[src/rtl/fifo_pkg.sv]
// rtl/fifo_pkg.sv - shared types and helpers for the parametrised FIFO
package fifo_pkg;

  // Pointer width: address bits plus one wrap bit.
  function automatic int ptr_width(input int depth);
    return $clog2(depth) + 1;
  endfunction

  // Flag bundle for reuse by monitors and assertions.
  typedef struct packed {
    logic empty;
    logic full;
    logic almost_empty;
    logic almost_full;
    logic overflow;
    logic underflow;
  } fifo_status_t;

endpackage

[src/rtl/fifo_mem.sv]
// rtl/fifo_mem.sv - simple dual-port RAM, synchronous write, asynchronous read
module fifo_mem #(
  parameter int DATA_WIDTH = 5,
  parameter int DEPTH      = 32,
  parameter int AW         = $clog2(DEPTH)
) (
  input  logic                  clk,
  input  logic                  we_i,
  input  logic [AW-1:0]         waddr_i,
  input  logic [DATA_WIDTH-1:0] wdata_i,
  input  logic [AW-1:0]         raddr_i,
  output logic [DATA_WIDTH-1:0] rdata_o
);

  logic [DATA_WIDTH-1:0] mem_q [DEPTH];

  // Storage is never reset; contents are only meaningful between the pointers.
  always_ff @(posedge clk) begin
    if (we_i) mem_q[waddr_i] <= wdata_i;
  end

  assign rdata_o = mem_q[raddr_i];

endmodule

[src/rtl/fifo_param.sv]
// rtl/fifo_param.sv - parametrised single-clock FIFO with flags, error pulses and optional FWFT
module fifo_param
  import fifo_pkg::*;
#(
  parameter int DATA_WIDTH = 5,
  parameter int DEPTH      = 32,
  parameter int AF_THRESH  = DEPTH - 2,
  parameter int AE_THRESH  = 2,
  parameter bit FWFT       = 1'b0
) (
  input  logic                       clk,
  input  logic                       rst_n,
  input  logic [DATA_WIDTH-1:0]      data_in,
  input  logic                       wr_en,
  input  logic                       rd_en,
  output logic [DATA_WIDTH-1:0]      data_out,
  output logic                       rd_valid,
  output logic                       empty,
  output logic                       full,
  output logic                       almost_empty,
  output logic                       almost_full,
  output logic [$clog2(DEPTH):0]     count,
  output logic                       overflow,
  output logic                       underflow
);

  localparam int PW = ptr_width(DEPTH);
  localparam int AW = PW - 1;
  localparam logic [PW-1:0] DEPTH_C = PW'(DEPTH);
  localparam logic [PW-1:0] AF_C    = PW'(AF_THRESH);
  localparam logic [PW-1:0] AE_C    = PW'(AE_THRESH);

  if (DEPTH < 2 || (DEPTH & (DEPTH - 1)) != 0) begin : g_bad_depth
    $error("fifo_param: DEPTH must be a power of 2 and >= 2");
  end

  logic [PW-1:0] wr_ptr_q, wr_ptr_d;
  logic [PW-1:0] rd_ptr_q, rd_ptr_d;
  logic          overflow_q, underflow_q;
  logic [PW-1:0] count_w;
  logic          rd_accept, wr_accept;
  logic [DATA_WIDTH-1:0] mem_rdata;
  fifo_status_t  status;

  // Count and flags come only from registered pointers and error registers.
  assign count_w = wr_ptr_q - rd_ptr_q;
  assign status  = '{
    empty:        (count_w == '0),
    full:         (count_w == DEPTH_C),
    almost_empty: (count_w <= AE_C),
    almost_full:  (count_w >= AF_C),
    overflow:     overflow_q,
    underflow:    underflow_q
  };

  assign empty        = status.empty;
  assign full         = status.full;
  assign almost_empty = status.almost_empty;
  assign almost_full  = status.almost_full;
  assign overflow     = status.overflow;
  assign underflow    = status.underflow;
  assign count        = count_w;

  // A full FIFO still takes a write when a read frees the slot in the same cycle.
  assign rd_accept = rd_en && !status.empty;
  assign wr_accept = wr_en && (!status.full || rd_accept);

  fifo_mem #(
    .DATA_WIDTH (DATA_WIDTH),
    .DEPTH      (DEPTH),
    .AW         (AW)
  ) u_mem (
    .clk     (clk),
    .we_i    (wr_accept && rst_n),
    .waddr_i (wr_ptr_q[AW-1:0]),
    .wdata_i (data_in),
    .raddr_i (rd_ptr_q[AW-1:0]),
    .rdata_o (mem_rdata)
  );

  // Next pointer values: advance only on accepted requests.
  always_comb begin
    wr_ptr_d = wr_ptr_q;
    rd_ptr_d = rd_ptr_q;
    if (wr_accept) wr_ptr_d = wr_ptr_q + PW'(1);
    if (rd_accept) rd_ptr_d = rd_ptr_q + PW'(1);
  end

  // Pointer and error-pulse registers; reset discards all contents.
  always_ff @(posedge clk) begin
    if (!rst_n) begin
      wr_ptr_q    <= '0;
      rd_ptr_q    <= '0;
      overflow_q  <= 1'b0;
      underflow_q <= 1'b0;
    end else begin
      wr_ptr_q    <= wr_ptr_d;
      rd_ptr_q    <= rd_ptr_d;
      overflow_q  <= wr_en && !wr_accept;
      underflow_q <= rd_en && !rd_accept;
    end
  end

  if (FWFT) begin : g_fwft
    // Head word is presented straight from the RAM at the registered read pointer.
    assign data_out = mem_rdata;
    assign rd_valid = !status.empty;
  end else begin : g_std
    logic [DATA_WIDTH-1:0] data_out_q;
    logic                  rd_valid_q;

    // Registered read: capture the head word on an accepted read, hold otherwise.
    always_ff @(posedge clk) begin
      if (!rst_n) begin
        data_out_q <= '0;
        rd_valid_q <= 1'b0;
      end else begin
        rd_valid_q <= rd_accept;
        if (rd_accept) data_out_q <= mem_rdata;
      end
    end

    assign data_out = data_out_q;
    assign rd_valid = rd_valid_q;
  end

endmodule

[config.mk]
export PLATFORM = sky130hd
export DESIGN_NAME = fifo_param
export DESIGN_NICKNAME = d
export VERILOG_FILES = /design/src/rtl/fifo_pkg.sv /design/src/rtl/fifo_mem.sv /design/src/rtl/fifo_param.sv
export SDC_FILE = /design/constraint.sdc
export NUM_CORES = 1
export LEC_CHECK = 0
export ABC_CLOCK_PERIOD_IN_PS = 6900
export BUFFER_PORTS_ARGS = -buffer_cell sky130_fd_sc_hd__clkbuf_2
export CORE_UTILIZATION = 55
export DETAILED_ROUTE_END_ITERATION = 8
export GPL_TIMING_DRIVEN = 0
export PLACE_DENSITY = 0.72
export SLEW_MARGIN = 20
export SYNTH_ARGS = -nofsm -noshare
export SYNTH_HDL_FRONTEND = slang
export SYNTH_HIERARCHICAL = 1
export SYNTH_SLANG_ARGS = --single-unit
[constraint.sdc]
create_clock -name clk -period 6.9 [get_ports clk]
set_input_delay 0.69 -clock clk [delete_from_list [all_inputs] [get_ports clk]]
set_output_delay 0.69 -clock clk [all_outputs]
set_load 0.02 [all_outputs]
Yosys cells after proc, flatten, opt, wreduce, memory -nomap -nowiden
Memories as Yosys holds them, arrays and structs flattened. A register that Yosys moved wholly into a read port is not among the register bits.
Cells that the tools add are included.
{"block": "word_totals", "reg_bits": 15, "ramBits": 160, "in_bits": 9, "out_inout_bits": 18, "elab_cells": 26, "memories": 1}
{"name": "u_mem.mem_q", "depth": 32, "word_bits": 5, "rd": 1, "rd_ports_with_merged_regs": 1, "wr": 1, "line": "fifo_mem.sv:15", "text": "logic [DATA_WIDTH-1:0] mem_q [DEPTH];"}
{"block": "op_classes", "n_addsub": 3, "order_cmp": 2, "n_eq_ne": 1, "muxes": 2, "reduce_logical": 12}
{"cell": "$add A6 B1 Y6 const B", "n": 2}
{"cell": "$eq A6 B6 Y1 const B", "n": 1}
{"cell": "$ge A6 B5 Y1 const B", "n": 1}
{"cell": "$le A6 B2 Y1 const B", "n": 1}
{"cell": "$logic_not A6 Y1", "n": 1}
{"cell": "$sub A6 B6 Y6", "n": 1}
{"cell": "$logic_and A1 B1 Y1", "n": 5}
{"cell": "$logic_not A1 Y1", "n": 5}
{"cell": "$mux W1", "n": 2}
{"cell": "$logic_or A1 B1 Y1", "n": 1}

Longest topological paths before layout
Gate-level depths: netlist (run 1).
{"block": "logic_depth", "word_depth": 9, "mapped_depth": 11, "mapped_depth_nobuf": 10}

Hierarchy
Netlist (run 1), hierarchy kept.
{"module": "fifo_mem", "instances": 1, "cells_each": 272, "area_each_um2": 6244.7}
{"module": "fifo_param", "instances": 1, "cells_each": 154, "area_each_um2": 1253.7}

Worst setup path after synthesis (run 1)
OpenSTA, ideal clock, no wires.
{"block": "synth_path", "path_kind": "register -> register", "startpoint": "reg wr_ptr_q[0]", "endpoint": "mem u_mem.mem_q[28][0], enable pin", "setup_ps": 339, "arrival_time_ps": 3257, "required_time_ps": 6561, "path_slack_ps": 3303, "stages_incl_launch_ff": 12, "n_path_buf": 1, "synth_period_minus_slack_ps": 3597, "cell_sequence": "dfxtp_1 inv_1 ha_1 fa_1 nand2b_1 a21oi_1 xor2_1 nor4_2 a21oi_1 or3b_2 clkbuf_1 nor2_1"}
{"block": "synth_via", "elab_chain_cells": 9}
{"item": "from (decl)", "line": "fifo_param.sv:37", "text": "logic [PW-1:0] wr_ptr_q, wr_ptr_d;"}
{"item": "from (signal assigned)", "line": "fifo_param.sv:97", "text": "wr_ptr_q <= wr_ptr_d;"}
{"item": "$sub A6 B6 Y6 (*)", "line": "fifo_param.sv:46", "text": "assign count_w = wr_ptr_q - rd_ptr_q;"}
{"item": "via count[4]", "line": "fifo_param.sv:22", "text": "output logic [$clog2(DEPTH):0] count,"}
{"item": "$logic_not A6 Y1", "line": "fifo_param.sv:48", "text": "empty: (count_w == '0),"}
{"item": "$logic_not A1 Y1", "line": "fifo_param.sv:65", "text": "assign rd_accept = rd_en && !status.empty;"}
{"item": "$logic_and A1 B1 Y1", "line": "fifo_param.sv:65"}
{"item": "$logic_or A1 B1 Y1 (*)", "line": "fifo_param.sv:66", "text": "assign wr_accept = wr_en && (!status.full || rd_accept);"}
{"item": "$logic_and A1 B1 Y1 (*)", "line": "fifo_param.sv:66"}
{"item": "$logic_and A1 B1 Y1 (*)", "line": "fifo_param.sv:74", "text": ".we_i (wr_accept && rst_n),"}
{"item": "$mux W1 (*)", "line": "fifo_mem.sv:19", "text": "if (we_i) mem_q[waddr_i] <= wdata_i;"}
{"item": "$mux W1 (not written as such) (*)", "line": "fifo_mem.sv:19"}
{"item": "to (decl)", "line": "fifo_mem.sv:15"}
Mark *: on every way through the listed nets, which the timed path passes. The rest lies on a longest branch.

Worst setup path in the final report (run 1)
{"block": "layout_path", "startpoint": "reg wr_ptr_q[0]", "endpoint": "mem u_mem.mem_q[28][4], enable pin"}
{"block": "layout_via", "elab_chain_cells": 9}
{"item": "$sub A6 B6 Y6", "line": "fifo_param.sv:46"}
{"item": "$logic_not A6 Y1", "line": "fifo_param.sv:48"}
{"item": "$logic_not A1 Y1", "line": "fifo_param.sv:65"}
{"item": "$logic_and A1 B1 Y1", "line": "fifo_param.sv:65"}
{"item": "$logic_or A1 B1 Y1", "line": "fifo_param.sv:66"}
{"item": "$logic_and A1 B1 Y1", "line": "fifo_param.sv:66"}
{"item": "$logic_and A1 B1 Y1", "line": "fifo_param.sv:74"}
{"item": "$mux W1", "line": "fifo_mem.sv:19"}
{"item": "$mux W1 (not written as such)", "line": "fifo_mem.sv:19"}
Several ways; a longest one is shown, not always the timed one.

==> impl_metrics.ini, run 1 <==
[floorplanning]
fp.dieArea_mm2 = 0.01410
dieHeight_um = 118.8
floorplan.rows = 42
die_w_um = 118.8
start_util = 0.5640
core_region_area_mm2 = 0.01330
floorplan.io_pins = 27

[power_and_ir_drop]
total_leakage_power_nw = 2.684
power.density_mw_per_mm2 = 334.0
report.power.total_mw = 2.809
ir_drop_v = 0.0002195

[global_route]
track_usage = 0.2338
antenna_found_initial = 0
global_route.usage.met2 = 0.3673
global_route.usage.met1 = 0.3218
pin_count_of_the_biggest_net_entering_global_routing = 33
grt_first_pass_wirelength_um = 23360
grt_pass1_vias = 4044
global_route.overflow_total = 0
grt_most_used_layer = met2
met3_routing_resource_usage_after_global_routing = 0.06612

[synth]
post_synth_main_area_contributors = edfxtp_1 64%, mux4_2 15%, dfxtp_1 5.3%
synthFlopType = edfxtp_1
async_s_r_ff_share_synth = 0
syn-num-nets = 443
ys_seq_elements = 180
synth.distinct_cells = 39
synth-edff-count = 160
synth.largest_area_cell = edfxtp_1
yosys_warning_total = 6
synth_seq_area_share = 0.6941
netlist_instances = 426
netlist.area_leader.share = 0.6407
synth_area_per_cell_um2 = 17.60
synthesis.area_mm2 = 0.007498

[timing]
slew_viol_final = 0
fin_crit_sh = 0.5881
final.min_clock_period_ns = 4.058
setup-tns-final_ns = 0
timing.fmax_mhz = 246.4
fin_ws_ns = 2.842
tightestPinTransition_ns = 0.8266
grt_setup_unrepaired = false
finalClockSkew_ns = 0.006874
setup-violations-final = 0
worst_slew_margin_rel = 0.4490
timing_hold_violations_final = 0

[detailed_routing]
ant_nets = 0
drc = 0
drt_wl_total_um = 14950
detailroute.via_count = 4009
wl_cell_um = 22.68
vias_per_cell = 6.083
dr.pass1.iters = 5
dr.first_iter.drc_count = 417

[worst_setup_path]
crit_type = reg2reg
worst_ep_required_time_ns = 6.96
timing.critical_path.arrival_ns = 4.12
setup.worst_path.end_class = flip-flop
path_max_fanout = 9
timing.reg2reg.setup_slack_ns = 2.84
startpoint_type = flip-flop

[final_layout]
area_growth_syn_to_layout_pct = 12.16
final_layout_size_suffix_gt1_frac = 0.2484
final_nets = 487
antenna_cells = 0
postLayoutCoreUtil = 0.6326
postLayoutCellArea_mm2 = 0.008411

[flow_run]
max_cap_viol_count = 0

[run_status]
run_status = finished, final reports clean

[place]
post_dp_cell_area_mm2 = 0.007844
detailedPlacementHpwl_um = 9898
last_weighted_congestion_value_of_the_routability_driven_placer = 0.8390
place.port_buffers = 25
dp_worst_setup_slack_ns = 2.880

[clock_network]
cts.repair_timing.setup_buffer_count = 0
tritoncts = yes
cts_root_buf = clkbuf_16
cts-root-to-sink-buffers = 2
clock_latency_ns = 0.42
cts_sinks = 180
postCtsResizedCells = 0
clock_tree.htree_level_count = 4
clk_transition_reported_paths_ns = 0.06
cts-buffers-inserted = 17
holdBufCountCts = 0

[min_path]
timing.hold.worst.class = reg2reg
[layout by cell type (no fill, tap or decap), types with 2 or more instances in the layout]
cell type   synthesis  layout
nand3b_1            5       5
buf_2               5       5
bufinv_16           0       2
o21ai_1             3       3
edfxtp_1          160     160
xnor2_1             2       2
dfxtp_1            20      20
or3_1               2       2
mux2i_1            16      16
inv_1              11      11
nor2_1             38      38
nand2b_1            7       7
nand3_1             6       6
clkbuf_2            0      25
mux4_2             50      50
clkinv_4            0       2
ha_1                7       7
clkinvlp_4          0       4
xor2_1              2       2
nor2b_1             2       2
nand4_1             2       2
a21oi_1             7       7
buf_6               2       2
clkbuf_1           11      12
clkbuf_16           0      17
clkinv_2            0       2
o21a_1              2       2
nor4_1              3       3
nand2_1            35      35
o311ai_1            2       2
mux2_2              5       5
or3b_2              3       3
nor3_1              5       5
o211ai_1            2       2
clkinv_1            0       3
[critical path, cell delays in order (launching register included)]
cell	delay [ns]
dfxtp_1	0.47
inv_1	0.12
ha_1	0.24
fa_1	0.41
nand2b_1	0.16
a21oi_1	0.16
xor2_1	0.38
nor4_2	0.18
a21oi_1	0.31
or3b_2	0.48
clkbuf_1	0.29
nor2_1	0.50
[synthesized netlist by cell type, types with 2 or more instances]
library cell and instances:
mux2i_1 16, nand3b_1 5, buf_2 5, nor2b_1 2, clkbuf_1 11, ha_1 7, nand2_1 35, buf_6 2
a21oi_1 7, o311ai_1 2, o211ai_1 2, mux2_2 5, or3_1 2, edfxtp_1 160, o21ai_1 3, nor3_1 5
mux4_2 50, or3b_2 3, dfxtp_1 20, o21a_1 2, nor2_1 38, xor2_1 2, nand4_1 2, nand2b_1 7
inv_1 11, xnor2_1 2, nor4_1 3, nand3_1 6
[sequential cells by signal, summed over array words and instances (netlist names)]
register and cells:
data_out 5, u_mem/mem_q 160, rd_valid 1, wr_ptr_q 6, underflow 1, rd_ptr_q 6
overflow 1
[final cells by class]
type / instances / area [µm²]
Clock inverter: 14 / 137.6
Clock buffer: 18 / 429.2
Sequential cell: 180 / 5205
Buffer: 19 / 92.59
Timing Repair Buffer: 25 / 125.1
Multi-Input combinational cell: 216 / 2160
Fill cell: 917 / 4885
Tap cell: 176 / 220.2
Inverter: 11 / 41.29
[power breakdown]
group          switching (mW)  internal [mW]
Combinational           0.372          0.288
Clock                   0.387          0.529
Sequential             0.0226           1.21
[cell families (layout without fill, tap and decap cells)]
kind of cell,Yosys count,count (layout),synth area share
buf+inv,30,87,0.01785
compound gates,23,23,0.02169
flops,180,180,0.6941
simple gates,110,110,0.06825
xor+xnor,4,4,0.004673
mux,71,71,0.1790
fa+ha+maj,8,8,0.01435
[final timing paths]
check,to,depth (start not counted),from
worst min-delay path,data_out[0],2,data_out[0]
worst min register to register,data_out[0],2,data_out[0]
worst max register to register,u_mem/mem_q[28][4],11,wr_ptr_q[0]
worst max-delay path,u_mem/mem_q[28][4],11,wr_ptr_q[0]
[metal layers]
metal / wire length, µm / share of wire
met1: 6401 / 0.43
met2: 7203 / 0.48
met3: 1154 / 0.077
met4: 188 / 0.013
met5: 0 / 0
[stage by stage]
stage          cells  hold WS (ns)
2_1_floorplan    426        0.4499
3_3_place_gp     627        0.4440
3_5_place_dp     627        0.4533
4_1_cts          659        0.4619
5_1_grt          659        0.4803
6_report         659        0.4582
Note: power is estimated with default switching activity, not from simulation.
==> run 2, diff against run 1 <==
- ABC_CLOCK_PERIOD_IN_PS: 6900 -> 4000
- clock period: 6.9 -> 4 ns (I/O delays scaled with it)
==> impl_metrics.ini, run 2 (same netlist as run 1, synthesis figures left out) <==
[floorplanning]
floorplan.rows = 42
dieHeight_um = 118.8
core_region_area_mm2 = 0.01330
start_util = 0.5640
fp.dieArea_mm2 = 0.01410
floorplan.io_pins = 27
die_w_um = 118.8

[final_layout]
max_flop_register = u_mem/mem_q
final_nets = 486
top_regs = u_mem/mem_q x160, rd_ptr_q x6, wr_ptr_q x6
most_common_cell_after_layout_fill_and_taps_aside = edfxtp_1
final_layout_size_suffix_gt1_frac = 0.2697
postLayoutCoreUtil = 0.6361
fill_cells = 910
postLayoutCellArea_mm2 = 0.008457
area_growth_syn_to_layout_pct = 12.78
commonest_cells_after_routing_fill_and_taps_aside = 160 x edfxtp_1, 50 x mux4_2, 35 x nand2_1
largest_reg_flops = 160
antenna_cells = 0

[timing]
setup-violations-final = 0
fin_crit_sh = 0.9398
slew_viol_final = 0
final.min_clock_period_ns = 3.759
holdWs_ns = 0.2672
timing.fmax_mhz = 266.0
timing_hold_violations_final = 0
finalClockSkew_ns = 0.007361
grt_setup_unrepaired = false
worst_slew_margin_rel = 0.4570
tightestPinTransition_ns = 0.8145

[place]
place.port_buffers = 25
last_weighted_congestion_value_of_the_routability_driven_placer = 0.8390
post_dp_cell_area_mm2 = 0.007844
detailedPlacementHpwl_um = 9898

[clock_network]
cts_root_buf = clkbuf_16
clock_latency_ns = 0.42
holdBufCountCts = 0
cts_sinks = 180
tritoncts = yes
clk_transition_reported_paths_ns = 0.06
cts-root-to-sink-buffers = 2
cts.repair_timing.setup_buffer_count = 0
clock_tree.htree_level_count = 4
cts-buffers-inserted = 17

[detailed_routing]
ant_nets = 0
detailroute.via_count = 4015
vias_per_cell = 6.102
drc = 0
dr.first_iter.drc_count = 406
drt_wl_total_um = 14970
dr.pass1.iters = 5
wl_cell_um = 22.75

[power_and_ir_drop]
total_leakage_power_nw = 2.685
power.density_mw_per_mm2 = 574.0
ir_drop_v = 0.0003793
report.power.total_mw = 4.854

[worst_setup_path]
bufs_and_invs_on_worst_path = 2
crit_end = u_mem/mem_q[1][1]
timing.reg2reg.setup_slack_ns = 0.24
cp.depth = 10
crit_type = reg2reg
cp_slowest_cell = nor2_1
critPathMaxStageDelay_ns = 0.57
timing.critical_path.arrival_ns = 3.82
timing.rr.start = rd_ptr_q[2]
regToRegEndpoint = u_mem/mem_q[1][1]
startpoint_type = flip-flop
worst_ep_required_time_ns = 4.06
path_delay_family = simple AND/OR/NAND/NOR gates
cp-startpoint = rd_ptr_q[2]
path_max_fanout = 10
sequence_of_cells_on_the_critical_path = inv_1, ha_1, or2_1, o221ai_1, o211a_1, nand2_1, buf_2, a21oi_1, nand3b_1, nor2_1
reg2reg_depth = 10
setup.worst_path.end_class = flip-flop

[global_route]
grt_pass1_vias = 4044
track_usage = 0.2338
pin_count_of_the_biggest_net_entering_global_routing = 33
grt_first_pass_wirelength_um = 23360
global_route.overflow_total = 0
antenna_found_initial = 0

[run_status]
run_status = finished, final reports clean

[min_path]
timing.hold.worst.class = in2reg
hold_path_depth = 3

[flow_run]
max_cap_viol_count = 0
## run 2: cell count changes in the layout (fill, tap and decap cells not counted), sizes merged
cell    delta
clkbuf     -1
## run 2: timing repair
action,CTS,global route
cloned,0,0
pin swaps,0,0
setup endpoints to repair,19,100
resized for setup,0,14
## run 2: through the flow
| stage | std cells | setup TNS [ns] | setup WS, ns |
|---|---|---|---|
| global placement | 627 | 0 | 0.09392 |
| detailed placement | 627 | -0.1006 | -0.02038 |
| finish | 658 | 0 | 0.2408 |
| floorplan | 426 | 0 | 0.4031 |
| CTS | 659 | -0.2890 | -0.02826 |
| global route | 658 | 0 | 0.02188 |
## run 2: worst min-delay path by stage
stage | start | to
4_1_cts | rd_en | underflow
3_5_place_dp | data_out[0] | data_out[0]
6_report | rd_en | underflow
3_3_place_gp | data_out[2] | data_out[2]
2_1_floorplan | rd_ptr_q[4] | rd_ptr_q[4]
5_1_grt | rd_en | underflow
## run 2: routing by layer
layer  vias to the layer above  GRT usage  part of all wire
li1                       1772          -                 -
met1                      2043     0.3218              0.43
met2                       180     0.3673              0.48
met3                        20    0.06612             0.076
met4                         0    0.06804             0.013
met5                         -          0                 0
## run 2: layout make-up
type	count	area, µm²	area share
well taps	176	220.2	0.02604
multi-input cells	216	2210	0.2613
repair buffers	25	125.1	0.01480
clock buffers	18	429.2	0.05075
flip-flops and latches	180	5205	0.6155
clock inverters	14	137.6	0.01627
inverters	11	41.29	0.004882
plain buffers	18	88.84	0.01050
## run 2: worst register-to-register path, delay by kind of cell (launching register included)
| kind | cells | cell delay, ns |
|---|---|---|
| fa+ha+maj | 1 | 0.25 |
| flops | 1 | 0.51 |
| compound gates | 3 | 0.70 |
| buf+inv | 2 | 0.40 |
| simple gates | 4 | 1.55 |
## run 2: where the power goes
part           switching (mW)  internal, mW
Clock                   0.668         0.913
Combinational           0.646         0.499
Sequential             0.0393          2.09
